File: src/rtl/uart_io_ctrl_if.sv
// uart_io_ctrl_if: load/store strobes from the CPU side plus the byte
// handshakes toward the UART transmitter and receiver.
// The master modport is the surrounding system; the slave modport is uart_io_ctrl.
interface uart_io_ctrl_if;
    logic        WEUART;
    logic        REUART;
    logic [1:0]  UARTsel;
    logic        RdEn;
    logic [31:0] WriteData;
    logic [31:0] ReadData;
    logic [7:0]  DataIn;
    logic        DataInValid;
    logic        DataInReady;
    logic [7:0]  DataOut;
    logic        DataOutValid;
    logic        DataOutReady;

    modport master (
        output WEUART, REUART, UARTsel, RdEn, WriteData,
        output DataInReady, DataOut, DataOutValid,
        input  ReadData, DataIn, DataInValid, DataOutReady
    );

    modport slave (
        input  WEUART, REUART, UARTsel, RdEn, WriteData,
        input  DataInReady, DataOut, DataOutValid,
        output ReadData, DataIn, DataInValid, DataOutReady
    );
endinterface

File: src/rtl/uart_io_ctrl.sv
// uart_io_ctrl: memory-mapped UART glue. Stores to the data register feed a
// TX FIFO toward the transmitter; received bytes are buffered for loads, and
// a registered read mux returns data, ready/valid flags or sticky status.
// Optional feature macro: UART_RX_FIFO_EN (RX_DEPTH-entry RX FIFO instead of
// a single holding register).
module uart_io_ctrl #(
    parameter int TX_DEPTH = 4,
    parameter int RX_DEPTH = 4
) (
    input  logic          clk,
    input  logic          reset,
    uart_io_ctrl_if.slave bus
);
    localparam int TX_AW = $clog2(TX_DEPTH);
    localparam int TX_CW = TX_AW + 1;
    localparam logic [TX_AW-1:0] TX_PTR_ONE  = TX_AW'(1'b1);
    localparam logic [TX_CW-1:0] TX_CNT_ONE  = TX_CW'(1'b1);
    localparam logic [TX_CW-1:0] TX_CNT_FULL = TX_CW'(TX_DEPTH);

    logic [7:0]       tx_mem_r [TX_DEPTH];
    logic [TX_AW-1:0] tx_head_r;
    logic [TX_AW-1:0] tx_tail_r;
    logic [TX_CW-1:0] tx_count_r;
    logic             tx_ovf_r;
    logic             rx_udf_r;
    logic [7:0]       rx_last_r;
    logic [31:0]      rdata_r;

    logic        tx_nempty_s;
    logic        tx_full_s;
    logic        tx_pop_s;
    logic        tx_push_s;
    logic        tx_ovf_set_s;
    logic        rx_nempty_s;
    logic        rx_room_s;
    logic [7:0]  rx_head_s;
    logic        rx_pop_s;
    logic        rx_push_s;
    logic        rx_udf_set_s;
    logic        status_rd_s;
    logic [31:0] rdata_s;
    logic [23:0] unused_wdata_s;

    assign unused_wdata_s = bus.WriteData[31:8];

    // TX handshake decode; a push into a full FIFO survives only if a pop frees a slot
    always_comb begin
        tx_nempty_s  = (tx_count_r != {TX_CW{1'b0}});
        tx_full_s    = (tx_count_r == TX_CNT_FULL);
        tx_pop_s     = tx_nempty_s && bus.DataInReady;
        tx_push_s    = bus.WEUART && (!tx_full_s || tx_pop_s);
        tx_ovf_set_s = bus.WEUART && tx_full_s && !tx_pop_s;
    end

    // TX FIFO storage, wrapping pointers and occupancy count
    always_ff @(posedge clk) begin
        if (reset) begin
            tx_head_r  <= {TX_AW{1'b0}};
            tx_tail_r  <= {TX_AW{1'b0}};
            tx_count_r <= {TX_CW{1'b0}};
        end else begin
            if (tx_push_s) begin
                tx_mem_r[tx_tail_r] <= bus.WriteData[7:0];
                tx_tail_r           <= tx_tail_r + TX_PTR_ONE;
            end
            if (tx_pop_s) begin
                tx_head_r <= tx_head_r + TX_PTR_ONE;
            end
            case ({tx_push_s, tx_pop_s})
                2'b10:   tx_count_r <= tx_count_r + TX_CNT_ONE;
                2'b01:   tx_count_r <= tx_count_r - TX_CNT_ONE;
                default: tx_count_r <= tx_count_r;
            endcase
        end
    end

`ifdef UART_RX_FIFO_EN
    localparam int RX_AW = $clog2(RX_DEPTH);
    localparam int RX_CW = RX_AW + 1;
    localparam logic [RX_AW-1:0] RX_PTR_ONE  = RX_AW'(1'b1);
    localparam logic [RX_CW-1:0] RX_CNT_ONE  = RX_CW'(1'b1);
    localparam logic [RX_CW-1:0] RX_CNT_FULL = RX_CW'(RX_DEPTH);

    logic [7:0]       rx_mem_r [RX_DEPTH];
    logic [RX_AW-1:0] rx_head_r;
    logic [RX_AW-1:0] rx_tail_r;
    logic [RX_CW-1:0] rx_count_r;

    // RX FIFO occupancy and head byte
    always_comb begin
        rx_nempty_s = (rx_count_r != {RX_CW{1'b0}});
        rx_room_s   = (rx_count_r != RX_CNT_FULL);
        rx_head_s   = rx_mem_r[rx_head_r];
    end

    // RX FIFO storage, wrapping pointers and occupancy count
    always_ff @(posedge clk) begin
        if (reset) begin
            rx_head_r  <= {RX_AW{1'b0}};
            rx_tail_r  <= {RX_AW{1'b0}};
            rx_count_r <= {RX_CW{1'b0}};
        end else begin
            if (rx_push_s) begin
                rx_mem_r[rx_tail_r] <= bus.DataOut;
                rx_tail_r           <= rx_tail_r + RX_PTR_ONE;
            end
            if (rx_pop_s) begin
                rx_head_r <= rx_head_r + RX_PTR_ONE;
            end
            case ({rx_push_s, rx_pop_s})
                2'b10:   rx_count_r <= rx_count_r + RX_CNT_ONE;
                2'b01:   rx_count_r <= rx_count_r - RX_CNT_ONE;
                default: rx_count_r <= rx_count_r;
            endcase
        end
    end
`else
    logic [7:0] rx_hold_r;
    logic       rx_valid_r;
    logic [4:0] unused_rx_depth_s;

    // RX_DEPTH has no effect with a single holding register
    assign unused_rx_depth_s = 5'(RX_DEPTH);

    // Holding register occupancy and byte
    always_comb begin
        rx_nempty_s = rx_valid_r;
        rx_room_s   = !rx_valid_r;
        rx_head_s   = rx_hold_r;
    end

    // Holding register; a same-edge pop and capture leaves it full with the new byte
    always_ff @(posedge clk) begin
        if (reset) begin
            rx_hold_r  <= 8'h00;
            rx_valid_r <= 1'b0;
        end else begin
            if (rx_push_s) begin
                rx_hold_r <= bus.DataOut;
            end
            case ({rx_push_s, rx_pop_s})
                2'b10:   rx_valid_r <= 1'b1;
                2'b01:   rx_valid_r <= 1'b0;
                default: rx_valid_r <= rx_valid_r;
            endcase
        end
    end
`endif

    // RX handshake decode; a full buffer still captures when a load frees a slot
    always_comb begin
        rx_pop_s     = bus.REUART && rx_nempty_s;
        rx_udf_set_s = bus.REUART && !rx_nempty_s;
        rx_push_s    = bus.DataOutValid && (rx_room_s || rx_pop_s);
    end

    // Load result mux, built from pre-edge state; holds when no load is active
    always_comb begin
        status_rd_s = bus.RdEn && (bus.UARTsel == 2'b11);
        rdata_s     = rdata_r;
        if (bus.RdEn) begin
            case (bus.UARTsel)
                2'b00:   rdata_s = {24'h000000, (rx_nempty_s ? rx_head_s : rx_last_r)};
                2'b01:   rdata_s = {31'h00000000, !tx_full_s};
                2'b10:   rdata_s = {31'h00000000, rx_nempty_s};
                2'b11:   rdata_s = {24'h000000, 4'(tx_count_r), 2'b00, rx_udf_r, tx_ovf_r};
                default: rdata_s = rdata_r;
            endcase
        end else begin
            rdata_s = rdata_r;
        end
    end

    // Registered load data, sticky error flags (new event beats clear) and last popped byte
    always_ff @(posedge clk) begin
        if (reset) begin
            rdata_r   <= 32'h00000000;
            tx_ovf_r  <= 1'b0;
            rx_udf_r  <= 1'b0;
            rx_last_r <= 8'h00;
        end else begin
            rdata_r <= rdata_s;
            if (tx_ovf_set_s) begin
                tx_ovf_r <= 1'b1;
            end else if (status_rd_s) begin
                tx_ovf_r <= 1'b0;
            end
            if (rx_udf_set_s) begin
                rx_udf_r <= 1'b1;
            end else if (status_rd_s) begin
                rx_udf_r <= 1'b0;
            end
            if (rx_pop_s) begin
                rx_last_r <= rx_head_s;
            end
        end
    end

    // Transmitter/receiver side outputs; DataIn reads 0 while the TX FIFO is empty
    always_comb begin
        bus.DataInValid  = tx_nempty_s;
        bus.DataIn       = tx_nempty_s ? tx_mem_r[tx_head_r] : 8'h00;
        bus.DataOutReady = rx_room_s;
        bus.ReadData     = rdata_r;
    end
endmodule

File: src/flat_wrapper.sv
// flat-port wrapper written by rule: the top's interface ports become plain ports
module uart_io_ctrl_flat 
#(
    parameter int TX_DEPTH = 4,
    parameter int RX_DEPTH = 4
)
  (clk, reset, bus_WEUART, bus_REUART, bus_UARTsel, bus_RdEn, bus_WriteData, bus_DataInReady, bus_DataOut, bus_DataOutValid, bus_ReadData, bus_DataIn, bus_DataInValid, bus_DataOutReady);
  uart_io_ctrl_if bus_i ();
  input  logic clk;
  input  logic reset;
  input wire logic [$bits(bus_i.WEUART)-1:0] bus_WEUART;
  input wire logic [$bits(bus_i.REUART)-1:0] bus_REUART;
  input wire logic [$bits(bus_i.UARTsel)-1:0] bus_UARTsel;
  input wire logic [$bits(bus_i.RdEn)-1:0] bus_RdEn;
  input wire logic [$bits(bus_i.WriteData)-1:0] bus_WriteData;
  input wire logic [$bits(bus_i.DataInReady)-1:0] bus_DataInReady;
  input wire logic [$bits(bus_i.DataOut)-1:0] bus_DataOut;
  input wire logic [$bits(bus_i.DataOutValid)-1:0] bus_DataOutValid;
  output wire logic [$bits(bus_i.ReadData)-1:0] bus_ReadData;
  output wire logic [$bits(bus_i.DataIn)-1:0] bus_DataIn;
  output wire logic [$bits(bus_i.DataInValid)-1:0] bus_DataInValid;
  output wire logic [$bits(bus_i.DataOutReady)-1:0] bus_DataOutReady;
  assign bus_i.WEUART = bus_WEUART;
  assign bus_i.REUART = bus_REUART;
  assign bus_i.UARTsel = bus_UARTsel;
  assign bus_i.RdEn = bus_RdEn;
  assign bus_i.WriteData = bus_WriteData;
  assign bus_i.DataInReady = bus_DataInReady;
  assign bus_i.DataOut = bus_DataOut;
  assign bus_i.DataOutValid = bus_DataOutValid;
  assign bus_ReadData = bus_i.ReadData;
  assign bus_DataIn = bus_i.DataIn;
  assign bus_DataInValid = bus_i.DataInValid;
  assign bus_DataOutReady = bus_i.DataOutReady;
  uart_io_ctrl #(.TX_DEPTH(TX_DEPTH), .RX_DEPTH(RX_DEPTH)) u_core (.clk(clk), .reset(reset), .bus(bus_i));
endmodule
File: config.mk
export PLATFORM = sky130hd
export DESIGN_NAME = uart_io_ctrl_flat
export DESIGN_NICKNAME = d
export VERILOG_FILES = /design/src/rtl/uart_io_ctrl_if.sv /design/src/rtl/uart_io_ctrl.sv /design/src/flat_wrapper.sv
export SDC_FILE = /design/constraint.sdc
export NUM_CORES = 1
export LEC_CHECK = 0
export BUFFER_PORTS_ARGS = -buffer_cell sky130_fd_sc_hd__buf_2
export CORE_MARGIN = 2
export CORE_UTILIZATION = 35
export DETAILED_ROUTE_END_ITERATION = 8
export PLACE_DENSITY = 0.7
export SYNTH_ARGS = -nofsm -noshare
export SYNTH_HDL_FRONTEND = slang
export SYNTH_SLANG_ARGS = --single-unit
File: constraint.sdc
create_clock -name clk -period 2.45 [get_ports clk]
set_input_delay 0.1225 -clock clk [delete_from_list [all_inputs] [get_ports clk]]
set_output_delay 0.1225 -clock clk [all_outputs]
set_load 0.005 [all_outputs]
==> results of run 1 <==
## Yosys cell counts (all sizes together)
master,instances
nor2,14
a31oi,5
a21oi,21
clkbuf,10
o2111ai,2
nor3b,5
or2,2
edfxtp,32
o211ai,8
a221oi,1
mux4,8
mux2,8
nor3,1
xor2,4
o221ai,1
ha,5
a21o,1
mux2i,2
inv,9
nand2,15
dfxtp,36
o21ai,10
buf,34
nand4,4
a2bb2oi,1
nor2b,13
or3b,3
conb,1
nand3,12
nand2b,6
fa,1
a311oi,1
o21a,1
or3,2
a22oi,1
nand3b,1
o31ai,2
o311ai,1
## what timing repair did
action | in CTS | in global routing
hold buffers | 7 | 1
endpoints found under the setup margin | 0 | 0
hold endpoints to repair | 28 | 4
## cell type report
class,instances,area [sq um],share of cell area [%]
inverters,9,33.8,0.921
multi-input cells,186,1270,34.6
repair buffers,59,358,9.75
clock inverters,7,67.6,1.84
flip-flops and latches,68,1680,45.8
clock buffers,9,124,3.38
well taps,108,135,3.68
## placed cells by master, fill, tap and decap left out, drive strengths merged, types with 8 or more instances in the layout
cell	n
nor2b	13
o21ai	10
dfxtp	36
a21oi	21
edfxtp	32
mux4	8
buf	51
nand2	15
o211ai	8
inv	9
dlygate4sd3	8
nor2	14
clkbuf	9
conb	24
mux2	8
nand3	12
## logic make-up (layout without fill, tap and decap cells)
logic type	count (synthesis)	count (layout)
DFF	68	68
and+or+nand+nor	78	78
xor gates and xnor gates	4	4
adders and majority gates	6	6
muxes	18	18
buffers and inverters	53	84
other	1	24
AOI/OAI and AO/OA	56	56
## worst paths after layout
kind	end	slack (ns)	depth (start not counted)
worst max-delay path	u_core.tx_count_r[2]	0.24	6
worst min-delay path	u_core.rx_head_s[7]	0.05	3
worst max register to register	u_core.tx_count_r[2]	0.24	6
worst min register to register	u_core.rx_last_r[4]	0.45	2
## routing by layer
layer / track usage [%] / up-vias / wire, microns
met1: 14.8 / 1031 / 2590
met4: 3.16 / 0 / 48
met2: 21.4 / 74 / 3000
li1: - / 1065 / -
met3: 5.41 / 5 / 368
met5: 0 / - / 0
## stage by stage
stage	utilization [%]	cell area [sq um]	worst slack, ns
after floorplan	-	3260	0.440
after global placement	38.8	3400	0.327
after detailed placement	38.8	3400	0.264
after CTS	41.7	3660	0.239
after global routing	41.9	3670	0.127
final	41.9	3670	0.235
## sequential cells by signal, summed over array words and instances, names as in the netlist, named ones only
name and flops:
u_core.tx_mem_r 32, u_core.tx_tail_r 2, u_core.rx_head_s 8, u_core.rx_last_r 8
u_core.tx_head_r 2, u_core.tx_ovf_r 1, u_core.rx_nempty_s 1, u_core.rx_udf_r 1
u_core.bus.ReadData 8, u_core.tx_count_r 3
## power groups by stage
stage / Clock (mW) / Combinational, mW / Sequential, mW
6_report: 0.879 / 0.398 / 1.29
5_1_grt: 0.953 / 0.444 / 1.30
4_1_cts: 0.903 / 0.401 / 1.29
3_5_place_dp: 0 / 0.390 / 1.32
3_3_place_gp: 0 / 0.379 / 1.31
2_1_floorplan: 0 / 0.321 / 1.29
## worst min-delay path, cell delays in order
cell	delay, ns
buf_2	0.10
o211ai_1	0.07
a21oi_1	0.06
==> impl_metrics.ini, run 1 <==
[die]
design.portCount = 91
initial_core_util_pct = 36.3
fp.dieW_microns = 99.3
die_y_microns = 99.3
rows = 34
fp.dieArea_sq_mm = 0.00986
core_region_area_sq_mm = 0.00876

[timing]
period_minus_slack_ns = 2.21
fin_worst_skew_ns = 0.00651
tns_ns = 0
final-max-slew-violation-count = 0
rsz0062_at_grt = false
setup_viol = 0
max-slew-margin-rel_pct = 51.8
tightest_slew_ns = 0.722
hold_viol = 0
holdWs_ns = 0.0532
min_period_over_period_pct = 90.4
fmax_mhz = 451

[synth]
synth_top_family_by_area = simple AND/OR/NAND/NOR gates
synth_warnings = 0
synth_top_area_cell = edfxtp_1
synth-simple-area-share_pct = 13.1
syn_area_sq_mm = 0.00318
yosysTopAreaCellShare_pct = 30.2
synthCells = 284
synthTopCellsByArea = edfxtp_1 30%, dfxtp_1 23%, buf_4 5.9%
synth_area_per_cell_sq_um = 11.2
seq_area_frac_synth_pct = 52.9
synthDistinctLibCells = 45
synth_compound_area_share_pct = 11.0
synthAdderAreaFrac_pct = 2.60
synth_xor_area_share_pct = 1.10
ys_ff_latch = 68
synth_mux_area_share_pct = 9.25

[global_route]
grt_use_total_pct = 12.6
grt_pass1_vias = 2131
grt_start_max_net_pins = 23
grt-ovfl-total = 0
antenna_found_initial = 0
grt_pass1_wl_microns = 9810

[placement]
dp_hpwl_microns = 4090
gp_congestion = 0.785
io_buffers = 42
placed_cells = 422

[power_and_ir_drop]
clock_power_share_pct = 34.2
seqPwrFrac_pct = 50.3
intPower_mw = 1.90
powerDensity_mw_per_mm2 = 700
leakagePower_nw = 1.39
comb_power_share_pct = 15.5
p_sw_mw = 0.669
peakVddDrop_mv = 0.343
swShare_pct = 26.0
total_power_mw = 2.57

[setup_path]
cp-startpoint = u_core.tx_count_r[2]
cp_slowest_cell = dfxtp_1
worstSetupPathType = flop to flop
critPathRequiredTime_ns = 2.72
path_cells = o31ai_1 -> or2_2 -> fa_1 -> or3b_2 -> a2bb2oi_1 -> a31oi_1
cp-end-kind = flop
worstPathMaxFanout = 9
critPathTopFamily = simple AND/OR/NAND/NOR gates
cpPeakStageDelay_ns = 0.51
crit_arrival_ns = 2.48
cp-start-kind = flop
timing.rr.start = u_core.tx_count_r[2]
cp.buffers_inverters = 0

[route]
wl_per_cell_microns = 13.5
drtAntennaViolNets = 0
vias = 2175
via_per_inst = 4.88
drc_errors = 0
first_pass_iters = 4
drt-initial-drc-count = 64
wl_microns = 6000

[clock_tree]
htreeDepth = 3
cts.sinks = 68
ctsResizeCount = 0
clk_latency_ns = 0.34
cts_buffers = 9
clk_transition_reported_paths_ns = 0.07
tritoncts = built
postCtsSetupBuffers = 0
root_buffer = clkbuf_8
clock_path_buffers = 2

[layout]
fillers = 831
drive_above_1_share_pct = 26.0
synthToLayoutAreaGrowth_pct = 15.4
fin_cells = 446
n_antenna_cell = 0
fin_nets = 388

[hold_path]
min_from = bus_DataOut[7]
min_path_type = input port to flop

[outcome]
outcome = completed

[job]
max_cap_violations = 0
No activity file was read; power rests on OpenSTA's default activity.
==> run 2, diff against run 1 <==
HOLD_SLACK_MARGIN = 0.15   (was not set)
==> run 2 against run 1 <==
- register-to-register slack hardly changed
- core utilization up 1.9 points
- clock-buffer cell count unchanged
- sequential power hardly changed
- critical path type unchanged
- critical endpoint unchanged
- largest power group unchanged
==> impl_metrics.ini, run 2 (synthesized netlist as in run 1, its figures left out) <==
[outcome]
outcome = completed

[die]
design.portCount = 91
die_y_microns = 99.3
fp.dieW_microns = 99.3
initial_core_util_pct = 36.3
rows = 34
fp.dieArea_sq_mm = 0.00986
core_region_area_sq_mm = 0.00876

[layout]
fin_nets = 405
final_common_cell = buf_2
drive_above_1_share_pct = 24.8
final_util_pct = 43.8
most-common-layout-cells = 42 x buf_2, 36 x dfxtp_1, 32 x edfxtp_1, 25 x dlygate4sd3_1, 24 x conb_1
fin_cells = 463
n_antenna_cell = 0
synthToLayoutAreaGrowth_pct = 20.8
largest_register = u_core.tx_mem_r
fillers = 809
largest_reg_flops = 32

[clock_tree]
htreeDepth = 3
clock_path_buffers = 2
postCtsSetupBuffers = 0
cts.sinks = 68
tritoncts = built
root_buffer = clkbuf_8
clk_latency_ns = 0.34
cts_buffers = 9
clk_transition_reported_paths_ns = 0.07

[timing]
holdWs_ns = 0.173
final-max-slew-violation-count = 0
finalWorstSetupSlack_ns = 0.235
hold_viol = 0
setup_viol = 0
max-slew-margin-rel_pct = 52.2
fin_worst_skew_ns = 0.00775
tightest_slew_ns = 0.715
min_period_over_period_pct = 90.4
rsz0062_at_grt = false
tns_ns = 0
period_minus_slack_ns = 2.21
fmax_mhz = 452

[route]
wl_per_cell_microns = 13.6
via_per_inst = 4.85
wl_microns = 6300
drt-initial-drc-count = 74
drc_errors = 0
vias = 2245
drtAntennaViolNets = 0
first_pass_iters = 4

[placement]
placed_cells = 422
pre_cts_ws_ns = 0.264
gp_congestion = 0.785
dp_hpwl_microns = 4090
io_buffers = 42

[setup_path]
r2r_slack_ns = 0.24
timing.rr.start = u_core.tx_count_r[2]
crit_arrival_ns = 2.48
path_cells = o31ai_1 -> or2_2 -> fa_1 -> or3b_2 -> a2bb2oi_1 -> a31oi_1
reg2reg_to = u_core.tx_count_r[2]
cp_slowest_cell = dfxtp_1
worstPathMaxFanout = 9
cp-end-kind = flop
critPathRequiredTime_ns = 2.72
worstSetupPathType = flop to flop
cpPeakStageDelay_ns = 0.51
cp-start-kind = flop
reg2reg_depth = 6

[global_route]
grt-ovfl-total = 0
grt_pass1_vias = 2226
grt_use_total_pct = 13.3
grt_pass1_wl_microns = 10300
antenna_found_initial = 0
grt_start_max_net_pins = 23

[hold_path]
min_from = bus_UARTsel[1]
min_path_type = input port to flop
hold_path_end = u_core.bus.ReadData[4]
hold_depth = 3

[power_and_ir_drop]
peakVddDrop_mv = 0.344
leakagePower_nw = 1.45
powerDensity_mw_per_mm2 = 677

[job]
max_cap_violations = 0
## run 2: changes by cell type in the layout (fill, tap and decap cells not counted), sizes merged
cell	change
dlygate4sd3	+17
## run 2: area by class of cell
type | instances | area [sq um] | area share (%)
Sequential cell | 68 | 1680 | 43.8
Tap cell | 108 | 135 | 3.52
Inverter | 9 | 33.8 | 0.880
Clock inverter | 7 | 67.6 | 1.76
Clock buffer | 9 | 124 | 3.23
Timing Repair Buffer | 76 | 528 | 13.8
Multi-Input combinational cell | 186 | 1270 | 33.1
## run 2: worst max path at each step
stage,start,depth (start not counted),slack (ns),to
2_1_floorplan,u_core.tx_count_r[1],7,0.44,u_core.tx_count_r[2]
3_3_place_gp,u_core.tx_count_r[2],6,0.33,u_core.tx_count_r[2]
3_5_place_dp,u_core.tx_count_r[2],6,0.26,u_core.tx_count_r[2]
4_1_cts,u_core.tx_count_r[2],6,0.24,u_core.tx_count_r[2]
5_1_grt,u_core.tx_count_r[2],6,0.13,u_core.tx_count_r[2]
6_report,u_core.tx_count_r[2],6,0.24,u_core.tx_count_r[2]
## run 2: stage by stage
stage	area (sq um)	power (mW)
floorplan	3260	1.61
global placement	3400	1.69
detailed placement	3400	1.71
CTS	3840	2.62
global route	3840	2.73
finish	3840	2.60
## run 2: layer usage
metal  wire length (microns)  vias up  GRT usage, %  share of wire, %
met5                       0        -             0                 0
met4                      67        0          3.16               1.1
met3                     374        7          5.20               5.9
met2                    3200       81          23.1                51
met1                    2660     1056          15.4                42
li1                        -     1101             -                 -
## run 2: critical path: cells and delay by family (launching register included)
| kind | cells | cell delay [ns] |
|---|---|---|
| AO/OA/AOI/OAI | 3 | 0.45 |
| AND/OR/NAND/NOR | 2 | 0.77 |
| flip-flops | 1 | 0.51 |
| adder cells (fa/ha/maj) | 1 | 0.40 |
## run 2: where the power goes
group | switching (mW) | internal (mW) | total (mW)
Clock | 0.422 | 0.464 | 0.885
Sequential | 0.0483 | 1.24 | 1.29
Combinational | 0.210 | 0.212 | 0.423
## run 2: timing repair
item | in CTS | in global routing
hold buffers | 25 | 0
endpoints found under the setup margin | 0 | 0
hold endpoints to repair | 41 | 0
resized for setup | 0 | 0
